**src/rtl/dadder_dp_out_rx_pkg.sv**
```systemverilog
`default_nettype none
// +----------------------------------------------------------------------------+
// | dadder_dp_out_rx_pkg : shared types and helpers for the dadder DP receiver |
// | Revision 1.0                                                               |
// +----------------------------------------------------------------------------+
package dadder_dp_out_rx_pkg;

    // FIFO entries carry the widest supported magnitude, left-aligned.
    localparam int         MAX_DIGITS  = 8;
    localparam int         MAX_DIG_W   = 4 * MAX_DIGITS;
    localparam logic [7:0] ERR_CNT_MAX = 8'd255;

    typedef enum logic [1:0] {
        ST_IDLE = 2'd0,
        ST_CONV = 2'd1,
        ST_HOLD = 2'd2
    } state_e;

    typedef struct packed {
        logic [MAX_DIG_W-1:0] digits;
        logic                 sign;
        logic                 overflow;
    } fifo_entry_t;

    function automatic int bin_width(input int num_digits);
        longint p;
        p = 1;
        for (int i = 0; i < num_digits; i++) begin
            p = p * 10;
        end
        return $clog2(p);
    endfunction

endpackage
`default_nettype wire

```
**src/rtl/dadder_dp_out_rx_fifo.sv**
```systemverilog
`default_nettype none
// +----------------------------------------------------------------------------+
// | dadder_dp_out_rx_fifo : synchronous FIFO, registered count/full/empty      |
// | Revision 1.0                                                               |
// +----------------------------------------------------------------------------+
module dadder_dp_out_rx_fifo #(
    parameter int WIDTH = 8,
    parameter int DEPTH = 4
) (
    input  logic             clk,
    input  logic             reset_n,
    input  logic             push_i,
    input  logic [WIDTH-1:0] wr_data_i,
    input  logic             pop_i,
    output logic [WIDTH-1:0] rd_data_o,
    output logic             full_o,
    output logic             empty_o
);

    localparam int               PTR_W    = $clog2(DEPTH);
    localparam int               CNT_W    = $clog2(DEPTH + 1);
    localparam logic [CNT_W-1:0] CNT_FULL = CNT_W'(DEPTH);

    logic [WIDTH-1:0] mem_q [DEPTH];
    logic [PTR_W-1:0] wr_ptr_q;
    logic [PTR_W-1:0] rd_ptr_q;
    logic [CNT_W-1:0] count_q;
    logic [CNT_W-1:0] count_d;
    logic             full_q;
    logic             empty_q;
    logic             w_do_push;
    logic             w_do_pop;

    // A push into a full FIFO is dropped even when a pop happens alongside.
    assign w_do_push = push_i & ~full_q;
    assign w_do_pop  = pop_i & ~empty_q;

    always_comb begin
        count_d = count_q;
        if (w_do_push && !w_do_pop) begin
            count_d = count_q + 1'b1;
        end else if (!w_do_push && w_do_pop) begin
            count_d = count_q - 1'b1;
        end
    end

    always_ff @(posedge clk) begin
        if (!reset_n) begin
            wr_ptr_q <= '0;
            rd_ptr_q <= '0;
            count_q  <= '0;
            full_q   <= 1'b0;
            empty_q  <= 1'b1;
        end else begin
            if (w_do_push) wr_ptr_q <= wr_ptr_q + 1'b1;
            if (w_do_pop)  rd_ptr_q <= rd_ptr_q + 1'b1;
            count_q <= count_d;
            full_q  <= (count_d == CNT_FULL);
            empty_q <= (count_d == '0);
        end
    end

    always_ff @(posedge clk) begin
        if (w_do_push) begin
            mem_q[wr_ptr_q] <= wr_data_i;
        end
    end

    assign rd_data_o = mem_q[rd_ptr_q];
    assign full_o    = full_q;
    assign empty_o   = empty_q;

endmodule
`default_nettype wire

```
**src/rtl/dadder_dp_out_rx.sv**
```systemverilog
`default_nettype none
// +----------------------------------------------------------------------------+
// | dadder_dp_out_rx : buffers dadder BCD results, converts to binary serially |
// | Revision 1.0                                                               |
// +----------------------------------------------------------------------------+
module dadder_dp_out_rx
    import dadder_dp_out_rx_pkg::*;
#(
    parameter  int NUM_DIGITS = 4,
    parameter  int FIFO_DEPTH = 4,
    localparam int BIN_W      = bin_width(NUM_DIGITS)
) (
    input  logic                    clk,
    input  logic                    reset_n,
    input  logic                    in_valid,
    output logic                    in_ready,
    input  logic [4*NUM_DIGITS-1:0] in_digits,
    input  logic                    in_sign,
    input  logic                    in_overflow,
    output logic                    out_valid,
    input  logic                    out_ready,
    output logic [BIN_W-1:0]        out_bin,
    output logic                    out_sign,
    output logic                    out_overflow,
    output logic                    out_err,
    output logic [7:0]              err_cnt
);

    localparam int               PAD      = 4 * (MAX_DIGITS - NUM_DIGITS);
    localparam int               IDX_W    = (NUM_DIGITS > 1) ? $clog2(NUM_DIGITS) : 1;
    localparam logic [IDX_W-1:0] IDX_LAST = IDX_W'(NUM_DIGITS - 1);
    localparam int               ENTRY_W  = $bits(fifo_entry_t);

    fifo_entry_t          w_wr_entry;
    fifo_entry_t          w_rd_entry;
    logic [ENTRY_W-1:0]   w_rd_data;
    logic                 w_push;
    logic                 w_pop;
    logic                 w_fifo_full;
    logic                 w_fifo_empty;

    state_e               state_q, state_d;
    logic [BIN_W-1:0]     acc_q, acc_d;
    logic [MAX_DIG_W-1:0] sr_q, sr_d;
    logic [IDX_W-1:0]     idx_q, idx_d;
    logic                 err_q, err_d;
    logic                 sign_q, sign_d;
    logic                 ovf_q, ovf_d;
    logic [7:0]           err_cnt_q, err_cnt_d;
    logic                 ready_q;

    logic [3:0]           w_nib;
    logic                 w_nib_bad;
    logic [3:0]           w_digit;
    logic [BIN_W-1:0]     w_acc_x10;

    // Left-align the magnitude so the converter always reads the top nibble.
    always_comb begin
        w_wr_entry.digits   = MAX_DIG_W'(in_digits) << PAD;
        w_wr_entry.sign     = in_sign;
        w_wr_entry.overflow = in_overflow;
    end

    assign w_push     = in_valid & in_ready;
    assign w_rd_entry = w_rd_data;

    dadder_dp_out_rx_fifo #(
        .WIDTH (ENTRY_W),
        .DEPTH (FIFO_DEPTH)
    ) u_fifo (
        .clk       (clk),
        .reset_n   (reset_n),
        .push_i    (w_push),
        .wr_data_i (w_wr_entry),
        .pop_i     (w_pop),
        .rd_data_o (w_rd_data),
        .full_o    (w_fifo_full),
        .empty_o   (w_fifo_empty)
    );

    assign w_nib     = sr_q[MAX_DIG_W-1 -: 4];
    assign w_nib_bad = (w_nib > 4'd9);
    assign w_digit   = w_nib_bad ? 4'd0 : w_nib;
    assign w_acc_x10 = (acc_q << 3) + (acc_q << 1);

    always_comb begin
        state_d   = state_q;
        acc_d     = acc_q;
        sr_d      = sr_q;
        idx_d     = idx_q;
        err_d     = err_q;
        sign_d    = sign_q;
        ovf_d     = ovf_q;
        err_cnt_d = err_cnt_q;
        w_pop     = 1'b0;

        case (state_q)
            ST_IDLE: begin
                w_pop = ~w_fifo_empty;
            end
            ST_CONV: begin
                acc_d = w_acc_x10 + BIN_W'(w_digit);
                err_d = err_q | w_nib_bad;
                sr_d  = sr_q << 4;
                idx_d = idx_q - 1'b1;
                if (idx_q == '0) begin
                    state_d = ST_HOLD;
                end
            end
            ST_HOLD: begin
                if (out_ready) begin
                    if (err_q && (err_cnt_q != ERR_CNT_MAX)) begin
                        err_cnt_d = err_cnt_q + 8'd1;
                    end
                    state_d = ST_IDLE;
                    w_pop   = ~w_fifo_empty;
                end
            end
            default: begin
                state_d = ST_IDLE;
            end
        endcase

        if (w_pop) begin
            acc_d   = '0;
            err_d   = 1'b0;
            sr_d    = w_rd_entry.digits;
            sign_d  = w_rd_entry.sign;
            ovf_d   = w_rd_entry.overflow;
            idx_d   = IDX_LAST;
            state_d = ST_CONV;
        end
    end

    always_ff @(posedge clk) begin
        if (!reset_n) begin
            state_q   <= ST_IDLE;
            acc_q     <= '0;
            sr_q      <= '0;
            idx_q     <= '0;
            err_q     <= 1'b0;
            sign_q    <= 1'b0;
            ovf_q     <= 1'b0;
            err_cnt_q <= '0;
            ready_q   <= 1'b0;
        end else begin
            state_q   <= state_d;
            acc_q     <= acc_d;
            sr_q      <= sr_d;
            idx_q     <= idx_d;
            err_q     <= err_d;
            sign_q    <= sign_d;
            ovf_q     <= ovf_d;
            err_cnt_q <= err_cnt_d;
            ready_q   <= 1'b1;
        end
    end

    // ready_q holds in_ready low through reset; full is the registered next-count full.
    assign in_ready     = ready_q & ~w_fifo_full;
    assign out_valid    = (state_q == ST_HOLD);
    assign out_bin      = acc_q;
    assign out_sign     = sign_q;
    assign out_overflow = ovf_q;
    assign out_err      = err_q;
    assign err_cnt      = err_cnt_q;

endmodule
`default_nettype wire
```
**config.mk**
```make
export PLATFORM = sky130hd
export DESIGN_NAME = dadder_dp_out_rx
export DESIGN_NICKNAME = d
export VERILOG_FILES = /design/src/rtl/dadder_dp_out_rx_pkg.sv /design/src/rtl/dadder_dp_out_rx_fifo.sv /design/src/rtl/dadder_dp_out_rx.sv
export SDC_FILE = /design/constraint.sdc
export NUM_CORES = 1
export LEC_CHECK = 0
export CORE_MARGIN = 5
export CORE_UTILIZATION = 45
export DETAILED_ROUTE_END_ITERATION = 16
export GPL_TIMING_DRIVEN = 0
export PLACE_DENSITY_LB_ADDON = 0.05
export SETUP_SLACK_MARGIN = 0.3
export SLEW_MARGIN = 20
export SYNTH_ARGS = -nofsm -noshare
export SYNTH_HDL_FRONTEND = slang
export SYNTH_SLANG_ARGS = --single-unit
export TNS_END_PERCENT = 20
```
**constraint.sdc**
```tcl
create_clock -name clk -period 4.51 [get_ports clk]
set_input_delay 0.902 -clock clk [delete_from_list [all_inputs] [get_ports clk]]
set_output_delay 0.902 -clock clk [all_outputs]
set_load 0.02 [all_outputs]
```
# Word level (Yosys, flattened, before mapping)
# Memories as Yosys holds them, arrays and structs flattened. A register that Yosys moved wholly into a read port is not among the register bits.
# Cells that the tools add are included.
# totals
register_bits	71
ramBits	72
inputBits	22
output_inout_bits	27
word_cells	74
memories	1
# classes
add_sub_neg	8
n_lt_le_gt_ge	1
n_eq_ne	9
muxes	18
bitwise	9
reduce_logical	13
# mem_list
name	words	word_bits	rd	rd_clocked_by_memory_dff	wr	line	text
u_fifo.mem_q	4	18	1	1	1	dadder_dp_out_rx_fifo.sv:24	logic [WIDTH-1:0] mem_q [DEPTH];
# op_table
operator	count
32-bit 2-to-1 mux	2
14-bit adder	1
14-bit by 4-bit adder with 14-bit output	1
2-bit 2-to-1 mux	6
3-bit AND reduction	3
8-bit by 1-bit adder with 8-bit output, second input constant	1
8-bit inequality test, second input constant	1
3-bit 2-to-1 mux	2
2-bit case mux with 3 select lines	1
1-bit 2-to-1 mux	5
2-bit by 1-bit adder with 2-bit output, second input constant	2
1-bit bitwise AND	4
4-bit > comparator, second input constant	1
2-bit logical NOT	2
4-bit 2-to-1 mux	1
2-bit by 1-bit inequality test with 1-bit output, second input constant	2
1-bit NOT	4
3-bit by 1-bit adder with 3-bit output, second input constant	1
3-bit equality test, second input constant	1
1-bit logical AND	3
3-bit logical NOT	1
3-bit by 1-bit inequality test with 1-bit output, second input constant	1
3-bit by 2-bit inequality test with 1-bit output, second input constant	1
3-bit by 1-bit subtractor with 3-bit output, second input constant	1
9 further kinds	10

# Logic depth before layout (Yosys ltp)
# logic_depth
ltp_word	9
depth_mapped	10
mapped_depth_nobuf	10

# By module
# A second synthesis with hierarchy kept.
# hier_totals
cells_unflattened	631
area_unflattened_um2	8811.0
# modules_own_cells
module	instances	cells_per_inst	area_per_inst_um2	seq_area_each_um2
dadder_dp_out_rx_fifo	1	245	5557.8	4304.1
dadder_dp_out_rx	1	386	3253.1	1241.2

# Worst setup path before layout
# No wires, ideal clock.
# synth_timing
path_type	register to register
startpoint	register acc_q[0] (netlist: out_bin[0])
endpoint	register acc_q[10] (netlist: out_bin[10])
setup_ns	0.060
arrival_ns	2.558
required_time_ns	4.450
slack_ns	1.892
stages_incl_launch_ff	9
path_buffers	0
period_less_slack_ns	2.618
cell_sequence	dfxtp_1 -> inv_1 -> fa_1 -> fa_1 -> nand2b_1 -> a21oi_1 -> o21ai_0 -> a2111oi_0 -> a311o_1
# synth_via
elab_chain_len	2
# synth_rtl
element	line	text
start: declaration	dadder_dp_out_rx.sv:43	logic [BIN_W-1:0] acc_q, acc_d;
start signal: assignment	dadder_dp_out_rx.sv:138	acc_q <= '0;
start signal: assignment	dadder_dp_out_rx.sv:148	acc_q <= acc_d;
14-bit adder	dadder_dp_out_rx.sv:84	assign w_acc_x10 = (acc_q << 3) + (acc_q << 1);
14-bit by 4-bit adder with 14-bit output	dadder_dp_out_rx.sv:102	acc_d = w_acc_x10 + BIN_W'(w_digit);
# No other way between the ends.
# A chain may end at the register's enable or synchronous reset.

# Worst setup path after layout
# layout_timing
startpoint	input port in_valid
endpoint	memory u_fifo.mem_q[1][8] (netlist bit), enable pin
# layout_via
elab_chain_len	4
# layout_rtl
element	line	text
start: declaration	dadder_dp_out_rx.sv:15	input logic in_valid,
1-bit bitwise AND	dadder_dp_out_rx.sv:64	assign w_push = in_valid & in_ready;
1-bit bitwise AND	dadder_dp_out_rx_fifo.sv:35	assign w_do_push = push_i & ~full_q;
1-bit 2-to-1 mux	dadder_dp_out_rx_fifo.sv:64	if (w_do_push) begin
1-bit 2-to-1 mux (not written as such)	dadder_dp_out_rx_fifo.sv:65	mem_q[wr_ptr_q] <= wr_data_i;
end: declaration	dadder_dp_out_rx_fifo.sv:24	
# No other way between the ends.

==> flow_summary.ini <==
[placed_design]
gp_congestion = 0.778
place_area_mm2 = 0.00640
dp.cells = 686
port_buffers = 48
post-place-ws_ns = 1.25
hpwl_um = 7890

[min_path]
holdCritStartpoint = out_sign
min_to = out_sign
hold_class = reg2reg
hold_depth = 2

[drt]
drtIter0Drc = 259
detail-route-antenna-nets = 0
num_vias = 3743
wire_per_inst_um = 16.0
first_pass_iters = 6
viasPerCell = 5.21
drcViolationCount = 0
drt-total-wl_um = 11500

[critical_path]
crit_required_ns = 4.53
endpoint_kind = flop
cp_cell_sequence = clkdlybuf4s50_1, and3b_1, buf_1, and2_1
rrSetupSlack_ns = 1.70
critPathKind = in2reg
critPathBufInv = 2
r2r-end = out_bin[10]
start_kind = primary input
r2r-start = sr_q[29]
r2r_cells = 9
arrival_ns = 2.86
slowest_delay_ns = 0.89
worstPathMaxFanout = 18
crit_slowest_cell = and2_1
crit_family = simple AND/OR/NAND/NOR gates

[pwr]
powerDensity_mw_per_mm2 = 510
sw_frac_of_total = 0.293
internal_power_mw = 2.50
clockPowerShare = 0.347
power.switching_mw = 1.03
power_frac_seq = 0.415
leakage_nw = 2.49
pwr-share-comb = 0.238
peakVddDrop_v = 0.000293
finalPower_mw = 3.53

[floorplan]
row_count = 41
chipWidth_um = 123
core_mm2 = 0.0125
fp.dieH_um = 123
start_util = 0.455
io-pin-count = 49
die_area_mm2 = 0.0150

[synthesis]
synth.most_common_cell = edfxtp_1
netlist_top_cells_count = edfxtp_1, dfxtp_1, nand2_1, nor2_1, ha_1
synth_top_area_share = 0.379
yosysUniqueCellTypes = 52
synthFlopType = edfxtp_1
netlist_instances = 466
synth_warnings = 0
synth.area.top_cells = edfxtp_1, dfxtp_1, mux4_2
syn_nets = 520
ys_ff_latch = 129
syn_area_per_cell_um2 = 12.2
synth-async-reset-ratio = 0
synth.cell_area_mm2 = 0.00570
seq_area_frac_synth = 0.579
synth_top_area_cell = edfxtp_1
synth-edff-count = 72

[layout]
syn_to_final_growth_pct = 21.5
fin_util = 0.553
fin_cells = 718
diodes = 0
drive_gt1_frac = 0.112
final_area_mm2 = 0.00692
nNetsFinal = 587

[clocking]
clock-root-buffer = clkbuf_16
cts.repair.resized = 0
cts_tree = built
htree_levels = 4
post_cts_buffers = 0
clockBufferDepth = 2
clock_latency_ns = 0.41
cts_hold_buf = 0
clock_sinks = 129
path_clk_slew_ns = 0.05
numCtsBuffers = 17

[global_routing]
grt_usage = 0.166
grt_pass1_vias = 3794
antenna_found_initial = 0
grt_max_degree = 19
grt-ovfl-total = 0
grt_pass1_wl_um = 19000

[timing]
fin_crit_sh = 0.629
fin_setup_tns_ns = 0
period_needed_ns = 2.84
grt_setup_unrepaired = no
fin_skew_ns = 0.00594
setup_violations = 0
worst_slew_margin_rel = 0.300
worst_pin_slew_ns = 1.05
holdWs_ns = 0.455
fmax_ghz = 0.352
finalHoldViolations = 0
setup_slack_ns = 1.67
slew_viol_final = 0

[outcome]
status = completed

[flow_run]
maxCapViolCount = 0
[cells by family after synthesis]
| family | share of synthesized area |
|---|---|
| buf+inv | 0.0279 |
| simple gates | 0.130 |
| fa+ha+maj | 0.0729 |
| flops | 0.579 |
| xor+xnor | 0.0246 |
| compound gates | 0.0928 |
| mux | 0.0729 |
[power by group through the flow]
stage | combinational, mW | sequential (mW) | clock [mW]
finish | 0.840 | 1.47 | 1.23
global route | 0.943 | 1.48 | 1.30
CTS | 0.853 | 1.47 | 1.25
detailed placement | 0.848 | 1.49 | 0
global placement | 0.839 | 1.49 | 0
floorplan | 0.603 | 1.48 | 0
[flip-flops by register name (all words and copies together) (netlist names), named ones only]
signal / flops
sr_q: 16
err_cnt: 8
out_err: 1
idx_q: 2
out_overflow: 1
out_sign: 1
u_fifo.mem_q: 72
u_fifo.empty_o: 1
u_fifo.rd_ptr_q: 2
out_bin: 14
u_fifo.count_q: 3
ready_q: 1
u_fifo.full_o: 1
u_fifo.wr_ptr_q: 2
state_q: 2
[how the worst max path moves through the flow]
stage / startpoint / to / slack, ns / depth (start not counted)
6_report: in_valid / u_fifo.mem_q[1][8] / 1.67 / 4
5_1_grt: sr_q[29] / out_bin[10] / 1.54 / 9
4_1_cts: in_valid / u_fifo.mem_q[0][17] / 1.67 / 4
3_5_place_dp: in_valid / u_fifo.mem_q[0][17] / 1.25 / 4
3_3_place_gp: in_valid / u_fifo.mem_q[1][16] / 1.24 / 4
2_1_floorplan: out_bin[0] / out_bin[10] / 1.89 / 8
[worst register-to-register path, cell delays in order, from the launching register on]
cell and delay (ns):
dfxtp_1 0.33, nor2_1 0.10, nand2_1 0.09, fa_1 0.49, fa_1 0.48, nand2b_1 0.18, a21oi_1 0.34, o21ai_0 0.16
a2111oi_0 0.41, a311o_1 0.16
[layer usage]
metal / wire length, µm / vias to the layer above / global-route usage
met5: 0 / - / 0
li1: - / 1855 / -
met4: 197 / 0 / 0.0637
met1: 5310 / 1793 / 0.212
met2: 5600 / 78 / 0.276
met3: 400 / 17 / 0.0369
[cells in the final DEF, fill, tap and decap left out, drive strengths merged, types with 2 or more instances in the layout]
cell	n
clkbuf	34
and3	4
a2111oi	2
nor2	41
ha	30
nor2b	6
edfxtp	72
nand2	52
a21oi	29
dfxtp	57
o2111ai	3
fa	2
inv	16
nand3	21
clkinv	7
nor4b	2
xnor2	13
clkdlybuf4s50	48
and2	7
nor3	7
nand4	2
o21ai	12
a211oi	2
a311o	2
a311oi	12
xor2	3
o211ai	2
nand2b	5
or4	3
mux4	18
or3	2
a21o	4
buf	11
[area by class of cell]
| cell class | instances | area (µm²) |
|---|---|---|
| Fill cell | 1141 | 5590 |
| Buffer | 22 | 98.8 |
| Tap cell | 172 | 215 |
| Timing Repair Buffer | 48 | 480 |
| Sequential cell | 129 | 3300 |
| Inverter | 16 | 60.1 |
| Clock inverter | 9 | 70.1 |
| Clock buffer | 23 | 458 |
| Multi-Input combinational cell | 299 | 2240 |
Power figures use the tool's default switching activity.
